===== src/rtl/conv_check.sv =====
// Convergence checker: streams N*N (new, previous) weight pairs through a 3-stage
// |.|-difference pipeline and flags convergence by max-abs or sum-abs error.
module conv_check #(
    parameter int N        = 4,
    parameter int W        = 26,
    parameter int MAX_ITER = 200,
    localparam int ACC_W   = W + $clog2(N * N),
    localparam int IW      = $clog2(MAX_ITER + 1)
) (
    input  logic             clk_err,
    input  logic             rstn_err,
    input  logic             start,
    input  logic             mode,
    input  logic [ACC_W-1:0] tol,
    input  logic             clr_iter,
    input  logic             in_valid,
    output logic             in_ready,
    input  logic [W-1:0]     in_new,
    input  logic [W-1:0]     in_ica,
    output logic             busy,
    output logic             done,
    output logic             is_converge,
    output logic [ACC_W-1:0] err_out,
    output logic [IW-1:0]    iter_cnt,
    output logic             timeout,
    output logic [1:0]       state_dbg
);

    // Handshake: an element moves on a rising edge where in_valid && in_ready;
    // in_ready is high only in RUN, so nothing transfers after the last element.

    typedef enum logic [1:0] {IDLE = 2'd0, RUN = 2'd1, DRAIN = 2'd2, DONE = 2'd3} state_t;

    localparam int            CW      = $clog2(N * N) + 1;
    localparam logic [CW-1:0] LAST    = CW'(N * N - 1);
    localparam logic [W-1:0]  MIN_NEG = {1'b1, {(W-1){1'b0}}};
    localparam logic [W-1:0]  MAX_POS = {1'b0, {(W-1){1'b1}}};

    // The most negative value has no positive twin, so it clamps to the largest positive.
    function automatic logic [W-1:0] abs_sat(input logic [W-1:0] x);
        if (x == MIN_NEG)  abs_sat = MAX_POS;
        else if (x[W-1])   abs_sat = ~x + W'(1);
        else               abs_sat = x;
    endfunction

    state_t           state, state_nxt;
    logic [CW-1:0]    elem_cnt;
    logic [1:0]       drain_cnt;
    logic             mode_q;
    logic [ACC_W-1:0] tol_q;
    logic             v1, v2;
    logic [W-1:0]     a_q, b_q;
    logic [W:0]       d_q, max_q;
    logic [ACC_W-1:0] sum_q;
    logic [ACC_W-1:0] err_q;
    logic             conv_q;
    logic [IW-1:0]    iter_q;

    logic             xfer, start_frame;
    logic [W:0]       diff, d_abs;
    logic [ACC_W:0]   sum_ext;
    logic [ACC_W-1:0] sum_nxt, metric;
    logic             conv_now;

    assign xfer        = in_valid && (state == RUN);
    assign start_frame = start && (state == IDLE);

    always_comb begin
        state_nxt = state;
        case (state)
            IDLE:    if (start) state_nxt = RUN;
            RUN:     if (xfer && elem_cnt == LAST) state_nxt = DRAIN;
            DRAIN:   if (drain_cnt == 2'd2) state_nxt = DONE;
            DONE:    state_nxt = IDLE;
            default: state_nxt = IDLE;
        endcase
    end

    always_ff @(posedge clk_err or negedge rstn_err) begin
        if (!rstn_err) begin
            state     <= IDLE;
            elem_cnt  <= '0;
            drain_cnt <= '0;
            mode_q    <= 1'b0;
            tol_q     <= '0;
        end else begin
            state <= state_nxt;
            if (start_frame) begin
                mode_q   <= mode;
                tol_q    <= tol;
                elem_cnt <= '0;
            end else if (xfer) begin
                elem_cnt <= elem_cnt + CW'(1);
            end
            drain_cnt <= (state == DRAIN) ? drain_cnt + 2'd1 : 2'd0;
        end
    end

    // Both magnitudes are below 2^(W-1), so the W+1-bit difference never overflows.
    assign diff    = {1'b0, a_q} - {1'b0, b_q};
    assign d_abs   = diff[W] ? (~diff + (W+1)'(1)) : diff;
    assign sum_ext = {1'b0, sum_q} + {{(ACC_W-W){1'b0}}, d_q};
    assign sum_nxt = sum_ext[ACC_W] ? {ACC_W{1'b1}} : sum_ext[ACC_W-1:0];

    always_ff @(posedge clk_err or negedge rstn_err) begin
        if (!rstn_err) begin
            v1    <= 1'b0;
            v2    <= 1'b0;
            a_q   <= '0;
            b_q   <= '0;
            d_q   <= '0;
            max_q <= '0;
            sum_q <= '0;
        end else begin
            v1 <= xfer;
            v2 <= v1;
            if (xfer) begin
                a_q <= abs_sat(in_new);
                b_q <= abs_sat(in_ica);
            end
            if (v1) d_q <= d_abs;
            if (start_frame) begin
                max_q <= '0;
                sum_q <= '0;
            end else if (v2) begin
                if (d_q > max_q) max_q <= d_q;
                sum_q <= sum_nxt;
            end
        end
    end

    assign metric   = mode_q ? sum_q : {{(ACC_W-W-1){1'b0}}, max_q};
    assign conv_now = metric < tol_q;

    always_ff @(posedge clk_err or negedge rstn_err) begin
        if (!rstn_err) begin
            err_q  <= '0;
            conv_q <= 1'b0;
            iter_q <= '0;
        end else begin
            if (state == DONE) begin
                err_q  <= metric;
                conv_q <= conv_now;
            end
            if (clr_iter)
                iter_q <= '0;
            else if (state == DONE)
                iter_q <= conv_now ? '0 :
                          (iter_q == IW'(MAX_ITER)) ? iter_q : iter_q + IW'(1);
        end
    end

    // Results are visible combinationally during DONE, then held from the registers.
    assign in_ready    = (state == RUN);
    assign busy        = (state != IDLE);
    assign done        = (state == DONE);
    assign err_out     = done ? metric : err_q;
    assign is_converge = done ? conv_now : conv_q;
    assign iter_cnt    = iter_q;
    assign timeout     = (iter_q == IW'(MAX_ITER));
    assign state_dbg   = state;

endmodule

===== config.mk =====
export PLATFORM = sky130hd
export DESIGN_NAME = conv_check
export DESIGN_NICKNAME = d
export VERILOG_FILES = /design/src/rtl/conv_check.sv
export SDC_FILE = /design/constraint.sdc
export NUM_CORES = 1
export LEC_CHECK = 0
export CAP_MARGIN = 5
export CORE_ASPECT_RATIO = 1.25
export CORE_MARGIN = 3
export CORE_UTILIZATION = 53
export DETAILED_ROUTE_END_ITERATION = 7
export GPL_ROUTABILITY_DRIVEN = 0
export PLACE_DENSITY = 0.83
export SYNTH_ARGS = -nofsm -noshare
export SYNTH_HDL_FRONTEND = slang
export SYNTH_SLANG_ARGS = --single-unit

===== constraint.sdc =====
create_clock -name clk_err -period 3.8 [get_ports clk_err]
set_input_delay 0.76 -clock clk_err [delete_from_list [all_inputs] [get_ports clk_err]]
set_output_delay 0.76 -clock clk_err [all_outputs]
set_load 0.1 [all_outputs]

==> flow_results.org <==
** Status
- Outcome :: finished with violations
- Violations in the final reports :: setup timing

** Clock network
- The cell sitting at the root of the clock tree is a sky130_fd_sc_hd__clkbuf_16.
- H-tree levels :: 1
- The clock drives approximately 220 sinks.
- Clock-pin slew was measured on the worst setup and hold paths at ~0.06 ns.
- TritonCTS built the clock tree.
- Number of buffers added by the clock tree synthesis step :: 23
- For the worst-skew pair, the clock arrives at the later sink with an insertion delay of about 0.51 ns.
- CTS max path bufs :: 3

** Worst hold path
- In this run the worst hold path is classified as in2async.

** Synth
- Netlist area before placement :: 0.0145 mm2
- Syn Nets :: 1,853
- Averaged over all synthesized cells, the footprint is a little under 9 um2.
- Synthesis produced between 1,500 and 2,000 cells.
- The synthesized design contains 0 enable-type register cells.
- Counting flops with an async set or reset pin after synthesis yields a share of 100%.
- The most used flip-flop cell after synthesis is sky130_fd_sc_hd__dfrtp_1.
- After synthesis the netlist holds a flip-flop and latch count of roughly 220.
- Sequential share of the synthesized area :: a little under two fifths
- The netlist uses between 70 and 80 different library cells.
- Yosys printed 0 warnings.

** GRT
- Tot GR Track Use :: between 20% and 30%
- Entering global routing, the biggest net connects 88 pins.
- Global-route wire length before repair :: just under 60,000 um
- For this run the aggregate overflow at the end of global routing stands at 0.
- The number of global-route vias before repair came to around 12,000.
- Number of antenna violations at the first check in global routing :: 0

** Setup path
- In this design, the stage delay of the slowest critical-path cell is around 0.45 ns.
- The worst setup path is of the reg2out kind.
- Of all nets on the critical path, the largest fanout is 7.
- In this run the register-to-register setup slack is -0.06 ns.
- The worst setup path is launched from a flop.
- The number of cells on the worst reg-to-reg path is 11.
- CP arrival :: around 3.2 ns
- Number of buffers and inverters on the critical path :: 3
- Required @ worst endpoint :: between 3 and 4 ns
- Crit path cell chain :: bufbuf_16 > nand2_1 > o21ai_2 > ha_1 > o21a_1 > o2111ai_2 > a211oi_2 > o2111ai_2 > a21o_1 > a21oi_2 > buf_6 > a21oi_4 > buf_12
- On the critical path the largest part of the delay comes from compound AO/OA/AOI/OAI gates.
- Counting stages on the worst path, the most repeated cell is sky130_fd_sc_hd__o2111ai_2.
- Critical path capture point type :: primary output
- The endpoint identified for the worst register-to-register timing path is d_q[24]$_DFFE_PN0P_.
- The worst register-to-register path begins at a_q[1]$_DFFE_PN0P_.
- Crit path max-delay cell type :: sky130_fd_sc_hd__dfrtp_2

** STA
- Pins Over Slew Limit :: 0
- For the pin with the worst max-slew slack, the measured transition is approximately 1.0 ns.
- Setup violations remaining at the end of the flow were counted as 2.
- Final hold viol count :: 0
- Highest attainable clock frequency :: about 260 MHz
- After layout, the minimum clock period comes to 3.92 ns.
- In the post-route analysis, the smallest setup slack over all paths is -0.119 ns.
- Clock tree skew after final layout :: 0.0129 ns
- Setup repair after global routing could not meet its margin everywhere.
- In this run the tightest slew margin relative to its limit is 30.8%.
- Post-route clock period utilization :: 103%

** Placed design
- After detailed placement, the total cell area comes to 0.0166 mm2.
- Pre-CTS worst setup slack :: -0.179 ns
- Input and output buffers added on the ports amount to ~130.
- Detailed placement ended at an HPWL of 26,000 um.

** Routing
- Final ANT Viol Nets :: 0
- The detailed router finished its first iteration with 959 violations.
- Via count of the routed design :: roughly 13,000
- After detailed routing, the number of vias per cell comes to 5.80.
- Dividing the detail-routed wire length by the instance count gives about 16 um.
- Detailed Route WL :: around 36,000 um
- Detailed-route DRC error count :: 0
- DRT Pass-1 Iters :: 5

** Job
- Across the run, the number of max-cap violations was 0.

** Floorplan
- From left edge to right edge, the die measures 154 um.
- Measured along the y axis, the die boundary spans about 190 um.
- The die covers 0.0295 mm2.
- In this run the core area contains 67 standard-cell rows.
- Floorplan core area :: around 0.027 mm2
- I/O pin count :: 133
- Starting density of the core :: between 50 and 60%

** Cells and area
- Of the cells placed in the final design, the portion with a size suffix greater than 1 is between 10% and 20%.
- Most frequent standard cell in the layout excluding fill and tap cells :: sky130_fd_sc_hd__dfrtp_1
- The number of antenna diodes in the final layout is 0.
- Layout filler cell count :: about 2,000
- The library cells used most frequently in the layout, excluding fill and tap cells, are sky130_fd_sc_hd__dfrtp_1, sky130_fd_sc_hd__nand2_1, sky130_fd_sc_hd__o21ai_0.
- Final cell area excluding filler cells :: 0.0178 mm2
- The area growth from synthesis to layout is 22.5%.
- Net count reported at finish :: ~2,000
==> cell usage after synthesis (23+ instances only) <==
library cell | n | area [um2]
sky130_fd_sc_hd__xor2_1 | 68 | 596
sky130_fd_sc_hd__nor2_1 | 124 | 465
sky130_fd_sc_hd__nand2b_1 | 27 | 169
sky130_fd_sc_hd__a21o_1 | 40 | 300
sky130_fd_sc_hd__dfrtp_1 | 217 | 5430
sky130_fd_sc_hd__a21oi_1 | 109 | 546
sky130_fd_sc_hd__a22oi_1 | 26 | 195
sky130_fd_sc_hd__a31oi_1 | 42 | 263
sky130_fd_sc_hd__clkbuf_1 | 67 | 251
sky130_fd_sc_hd__mux2_2 | 35 | 394
sky130_fd_sc_hd__o31ai_1 | 23 | 173
sky130_fd_sc_hd__ha_1 | 122 | 1530
sky130_fd_sc_hd__nand3_1 | 27 | 135
sky130_fd_sc_hd__o21ai_0 | 148 | 741
sky130_fd_sc_hd__nand2_1 | 144 | 541
sky130_fd_sc_hd__xnor2_1 | 37 | 324
sky130_fd_sc_hd__mux2i_1 | 34 | 340
sky130_fd_sc_hd__inv_1 | 120 | 450
==> flip-flops by register name (all words and copies together) (netlist names), 8 cells and up <==
register  cells
err_q        30
sum_q        30
tol_q        30
d_q          27
max_q        27
a_q          26
b_q          26
iter_cnt      8
==> how the worst max path moves through the flow <==
stage | slack, ns | endpoint | start | depth (start not counted)
after floorplan | -0.0001 | d_q[24]$_DFFE_PN0P_ | a_q[5]$_DFFE_PN0P_ | 12
after global placement | -0.11 | d_q[24]$_DFFE_PN0P_ | b_q[1]$_DFFE_PN0P_ | 12
after detailed placement | -0.18 | d_q[24]$_DFFE_PN0P_ | a_q[1]$_DFFE_PN0P_ | 11
after CTS | -0.17 | is_converge | mode_q$_DFFE_PN0P_ | 14
after global routing | -0.21 | is_converge | mode_q$_DFFE_PN0P_ | 13
final | -0.12 | is_converge | mode_q$_DFFE_PN0P_ | 13
==> cells by family after synthesis <==
group	count (synthesis)	synth area share [%]
DFF	217	37.3
adders and majority gates	124	10.8
muxes	70	5.15
and+or+nand+nor	455	15.0
xor gates and xnor gates	105	6.32
buffers and inverters	197	5.16
AOI/OAI and AO/OA	473	20.2
==> stage by stage <==
step	util, %	cells	hold slack, ns	setup TNS [ns]
3_5_place_dp	61.8	2115	0.421	-0.542
2_1_floorplan	-	1641	0.403	-0.000109
5_1_grt	66.2	2169	0.355	-0.387
3_3_place_gp	61.8	2115	0.412	-0.161
6_report	66.2	2169	0.274	-0.181
4_1_cts	65.7	2165	0.315	-0.212
==> metal layers <==
| layer | vias to the layer above | global-route usage, % | part of all wire [%] |
|---|---|---|---|
| li1 | 6153 | - | - |
| met1 | 6060 | 28.9 | 42 |
| met2 | 320 | 44.7 | 52 |
| met3 | 55 | 2.13 | 4.3 |
| met4 | 0 | 5.84 | 2.1 |
| met5 | - | 0 | 0 |
==> final cells by class <==
cell class                      instances  area [um2]  share of cell area, %
Clock buffer                           27         601                   3.37
Inverter                              121         454                   2.55
Clock inverter                         12         145                  0.815
Tap cell                              345         432                   2.42
Multi-Input combinational cell       1227        8690                   48.8
Sequential cell                       217        5430                   30.5
Timing Repair Buffer                  220        2060                   11.6
==> what timing repair did <==
item / in CTS / in global routing
setup endpoints to repair: 5 / 12
buffers inserted: 8 / 4
cloned: 3 / 0
resized for setup: 43 / 28
hold buffers: 0 / 0
pin swaps: 20 / 22
==> worst reg2reg max path: stages (launching register included) <==
cell,delay (ns)
sky130_fd_sc_hd__dfrtp_1,0.41
sky130_fd_sc_hd__ha_4,0.25
sky130_fd_sc_hd__nor2b_4,0.12
sky130_fd_sc_hd__o2111a_2,0.27
sky130_fd_sc_hd__o311ai_4,0.33
sky130_fd_sc_hd__a21oi_1,0.11
sky130_fd_sc_hd__or3_1,0.39
sky130_fd_sc_hd__or4_4,0.49
sky130_fd_sc_hd__or4_4,0.44
sky130_fd_sc_hd__or4_4,0.56
sky130_fd_sc_hd__mux2_4,0.33
sky130_fd_sc_hd__o221ai_2,0.07
Power is left out: the tool's default activity adds up to more than one toggle a clock period on the data nets, which glitch-free logic cannot reach.
==> RTL edit 1: new RTL, same flow settings <==
Add an input register stage for `mode`, cleared by the reset; this delays it by one clock. The other inputs are not delayed to match.
--- a/src/rtl/conv_check.sv
+++ b/src/rtl/conv_check.sv
@@ -35,6 +35,16 @@
     localparam logic [CW-1:0] LAST    = CW'(N * N - 1);
     localparam logic [W-1:0]  MIN_NEG = {1'b1, {(W-1){1'b0}}};
     localparam logic [W-1:0]  MAX_POS = {1'b0, {(W-1){1'b1}}};
+
+    logic mode_r;
+
+    always_ff @(posedge clk_err or negedge rstn_err) begin
+        if (!rstn_err) begin
+            mode_r <= '0;
+        end else begin
+            mode_r <= mode;
+        end
+    end
 
     // The most negative value has no positive twin, so it clamps to the largest positive.
     function automatic logic [W-1:0] abs_sat(input logic [W-1:0] x);
@@ -86,7 +96,7 @@
         end else begin
             state <= state_nxt;
             if (start_frame) begin
-                mode_q   <= mode;
+                mode_q   <= mode_r;
                 tol_q    <= tol;
                 elem_cnt <= '0;
             end else if (xfer) begin
Function: no difference found for any inputs over 10 cycles, from zero or initial values and one cycle with rstn_err low; that may be too few to reach the edited logic, so the function may still have changed.
==> RTL edit 1 against the original RTL <==
The run still ends with setup timing left; sequential cell count rose by 1; final area fell by 1.5%; worst hold slack got worse by 0.045 ns; routed wire length fell by 0.63%; maximum frequency fell by 4.0%; cell count fell by 0.92%; sequential share of layout area rose by 0.59 points; area after synthesis fell by 1.8%; setup slack got worse by 0.16 ns; critical endpoint unchanged; highest routed layer unchanged.
Power is left out: the tool's default activity adds up to more than one toggle a clock period on the data nets, which glitch-free logic cannot reach.
==> RTL edit 1: results (changes against the original RTL) <==
Run status
  • Status: finished, violations left
  • Failing checks: setup timing

Global route
  • Total GRT Usage: 0.237 (+0.000827)
  • Global-route wire length before repair: 59100 µm (-0.41%)
  • Pin count of the biggest net entering global routing: 82 (-6.8%)

Synthesis
  • Post-synthesis mux area share: 0.0107 (-0.0408)
  • Synth Area in Adders: 0.110 (+0.00196)
  • Top post-synthesis cells by area: dfrtp_1 (38%), ha_1 (11%), o21ai_0 (5.1%)
  • Register area share after synthesis: 0.382 (+0.00855)
  • Compound-gate portion of the synthesized area: 0.210 (+0.00780)
  • Synth Area in XOR/XNOR: 0.0687 (+0.00544)
  • Mapped Nets: 1872 (+1.0%)
  • Library cells used by synthesis: 75 (-2.6%)

Route
  • Vias: 12600 (+0.39%)
  • DRT Pass-1 Iters: 6 (+1)
  • DRT iter0 DRCs: 918 (-4.3%)
  • WL/cell: 16.5 µm (+0.29%)

Timing
  • PnR worst setup slack: -0.282 ns (-0.163 ns)
  • Final setup fails: 1 (-1)
  • Clock Skew: 0.00943 ns (-0.00349 ns)

Finish
  • Layout Area Growth over Synthesis: 22.9%
  • Layout Nets: 2005 (-0.84%)
  • Layout cell share with drive strength beyond 1: 0.112 (-0.0386)

Worst setup path
  • Worst Reg-to-Reg Cells: 13 (+2)
  • Crit path DAT: 3.32 ns (+0.16 ns)
  • Worst reg2reg setup slack: 0.19 ns (+0.25 ns)
  • Crit-path max cell delay: 0.50 ns (+0.05 ns)
  • FF-to-FF Start: b_q[0]
  • Worst r2r dst: d_q[22]

Placed design
  • DP HPWL: 26300 µm (+0.84%)
-- RTL edit 1: stage by stage --
step	cells	setup WS [ns]
after floorplan	1660	-0.330
after global placement	2097	0.0500
after detailed placement	2097	-0.0459
after CTS	2144	-0.269
after global routing	2149	-0.363
final	2149	-0.282
-- RTL edit 1: layer usage --
layer / global-route usage / wire length (µm) / vias up
li1: - / - / 6101
met5: 0 / 0 / -
met2: 0.435 / 18100 / 412
met3: 0.0325 / 1810 / 79
met4: 0.0747 / 1090 / 0
met1: 0.289 / 14500 / 6045
-- RTL edit 1: logic make-up (layout without fill, tap and decap cells) --
logic type               after synthesis  in the layout
multiplexers                          14             14
XOR/XNOR                             112            112
AND/OR/NAND/NOR                      517            517
AO/OA/AOI/OAI                        486            486
adder cells (fa/ha/maj)              124            124
buffers and inverters                189            338
flip-flops                           218            218
-- RTL edit 1: worst max-delay path, delay by kind of cell, from the launching register on --
| kind | cells | cell delay (ns) |
|---|---|---|
| compound gates | 9 | 1.50 |
| flops | 1 | 0.50 |
| buf+inv | 3 | 0.50 |
| fa+ha+maj | 1 | 0.18 |
| simple gates | 2 | 0.13 |
-- RTL edit 1: worst max path at each step --
stage	from	endpoint	slack [ns]	cells past startpoint
floorplan	mode_q	is_converge	-0.33	14
CTS	mode_q	is_converge	-0.27	12
detailed placement	b_q[0]	d_q[23]	-0.05	12
finish	mode_q	is_converge	-0.28	15
global placement	in_ica[4]	b_q[1]	0.05	10
global route	mode_q	is_converge	-0.36	15
-- RTL edit 1: area by class of cell --
type,instances,area share
clock buffers,32,0.0370
clock inverters,9,0.00613
well taps,340,0.0242
multi-input cells,1253,0.480
inverters,122,0.0261
flip-flops and latches,218,0.311
repair buffers,175,0.116
-- RTL edit 1: what timing repair did --
item                       in CTS  in global routing
gates cloned                    3                  0
resized for setup              30                 14
hold buffers                    0                  0
buffers inserted                3                  5
setup endpoints to repair       2                 11
pin swaps                      11                 10
==> RTL edit 2: new RTL, config.mk and constraints unchanged <==
Without the edit above. Change the parameter `MAX_ITER` from 200 to 400.
--- a/src/rtl/conv_check.sv
+++ b/src/rtl/conv_check.sv
@@ -3,7 +3,7 @@
 module conv_check #(
     parameter int N        = 4,
     parameter int W        = 26,
-    parameter int MAX_ITER = 200,
+    parameter int MAX_ITER = 400,
     localparam int ACC_W   = W + $clog2(N * N),
     localparam int IW      = $clog2(MAX_ITER + 1)
 ) (
Interface: changed (resized iter_cnt); port bits go from 133 to 134. The function was not compared with the original's and may differ.
==> RTL edit 2 against the original RTL <==
Final area increased by 0.46%; maximum frequency decreased by 2.9%; setup slack got worse by 0.12 ns; the run still ends with setup timing left; routed wire length increased by 4.4%; critical path depth unchanged; sequential share of layout area is essentially flat; sequential cell count is 1 higher; synthesized cell count rose by 2.4%; worst hold slack improved by 0.0091 ns; critical path type unchanged; area after synthesis shrank 0.54%; highest routed layer unchanged.
Power is not shown: default switching activity piles up to over one toggle a cycle in this logic, so the estimate is an artifact.
==> RTL edit 2: results (changes against the original RTL) <==
CTS
  • Deepest clock path buffer count: 3 (unchanged)
  • Clock transition at path regs: 0.06 ns (about the same)
  • Number of buffers created by CTS: 23 (unchanged)
  • Root buffer cell: clkbuf_16
  • H-tree depth: 1 (unchanged)
  • Clock latency at the later pin of the worst-skew pair: 0.52 ns

Synthesis
  • Compound-gate portion of the synthesized area: 0.196 (-0.00590)
  • Synth Area in XOR/XNOR: 0.0689 (+0.00562)
  • Mapped Nets: 1892 (+2.1%)
  • Syn. warnings: 0 (unchanged)
  • Library cells used by synthesis: 83 (+7.8%)
  • Top post-synthesis cells by area: dfrtp_1 (38%), ha_1 (11%), nor2_1 (5.6%)
  • Post-synth ARST share: 1.00 (unchanged)
  • Most common cell in the synthesized netlist: dfrtp_1
  • Synth Area in Adders: 0.108 (+0.000587)
  • Register area share after synthesis: 0.377 (+0.00376)
  • Post-synthesis mux area share: 0.0290 (-0.0226)
  • Post-synth top cells: dfrtp_1 (218), nor2_1 (214), nand2_1 (150)

Worst setup path
  • Maximum net fanout on the critical path: 12 (+5)
  • CP Launch Point: mode_q
  • Worst reg2reg setup slack: 0.04 ns (+0.10 ns)
  • FF-to-FF Start: b_q[0]
  • Crit path DAT: 3.28 ns (+0.12 ns)

Timing
  • Fin. Hold Viols: 0 (unchanged)
  • Post-Route Setup TNS: -0.238 ns (-0.0572 ns)
  • Worst slew pin tran: 0.992 ns (-0.0451 ns)
  • Final setup fails: 1 (-1)
  • Clock Skew: 0.0101 ns (-0.00280 ns)
  • PnR worst setup slack: -0.238 ns (-0.119 ns)

Route
  • Routed WL: 37300 µm (+4.4%)
  • Vias per Instance: 5.87 (+1.2%)
  • DRT Pass-1 Iters: 5 (unchanged)
  • DRT iter0 DRCs: 899 (-6.3%)

Placed design
  • DP HPWL: 26300 µm (+1.1%)
  • Placed Area: 0.0167 mm² (+0.38%)
  • Pre-CTS setup slack: -0.108 ns (+0.0704 ns)
  • Number of port buffers: 133 (+0.76%)

Finish
  • Regs by FF count: err_q x30, sum_q x30, tol_q x30
  • Layout cell share with drive strength beyond 1: 0.142 (-0.00829)
  • Layout Nets: 2063 (+2.0%)
  • N_diodes: 0 (unchanged)

Run status
  • Failing checks: setup timing
  • Status: finished, violations left

Global route
  • Pin count of the biggest net entering global routing: 83 (-5.7%)
  • Vias in the first global route: 13000 (+4.0%)
  • Global-route wire length before repair: 62000 µm (+4.4%)
  • GR Util met1: 0.311 (+0.0215)
  • Initial antenna violation count: 0 (unchanged)
  • M2 GR Usage: 0.447 (+0.000611)
  • Total GRT Usage: 0.248 (+0.0113)
  • Grt met3 use: 0.0245 (+0.00323)

Hold path
  • Hold Crit Class: primary input to asynchronous set/reset pin

Floorplan
  • Die ar.: 0.0293 mm² (-0.52%)
[RTL edit 2: repair_timing]
action | 4_1_cts | 5_1_grt
pin swaps | 11 | 8
endpoints found under the setup margin | 6 | 33
gates resized for setup | 46 | 32
hold endpoints to repair | 0 | 0
gates cloned | 3 | 0
buffers inserted | 3 | 5
[RTL edit 2: cell type report]
class                           instances  area (µm²)
Clock inverter                         11         118
Multi-Input combinational cell       1272        8770
Timing Repair Buffer                  215        2010
Tap cell                              345         432
Fill cell                            2051        8930
Clock buffer                           30         652
Sequential cell                       218        5460
Inverter                              121         454
[RTL edit 2: kinds of logic after synthesis]
group	Yosys count
compound gates	467
xor+xnor	112
fa+ha+maj	124
buf+inv	190
flops	218
mux	41
simple gates	528
[RTL edit 2: routing by layer]
metal  share of wire  up-vias
li1                -     6215
met2            0.50      469
met5               0        -
met4           0.032        0
met3           0.053       92
met1            0.41     6217
[RTL edit 2: stage by stage]
step / instances / hold slack (ns) / utilization
final: 2212 / 0.283 / 0.667
after detailed placement: 2160 / 0.417 / 0.622
after global placement: 2160 / 0.412 / 0.622
after floorplan: 1680 / 0.403 / -
after global routing: 2212 / 0.337 / 0.667
after CTS: 2207 / 0.309 / 0.661
[RTL edit 2: worst max-delay path, stage by stage, from the launching register on]
cell and delay [ns]:
dfrtp_2 0.44, buf_12 0.16, buf_4 0.18, o21ai_4 0.20, ha_4 0.24, a21oi_4 0.15, nor2b_1 0.06, o21ai_0 0.15
nand2b_1 0.14, or3_4 0.42, a21oi_2 0.14, buf_4 0.14, mux2_4 0.17, buf_12 0.17
[RTL edit 2: worst paths after layout]
check / to / cells past startpoint
max: is_converge / 13
min: iter_cnt[3] / 1
max reg2reg: d_q[25] / 12
min reg2reg: drain_cnt[0] / 1
max in group asynchronous: sum_q[21] / 2
min in group clk_err: drain_cnt[0] / 1
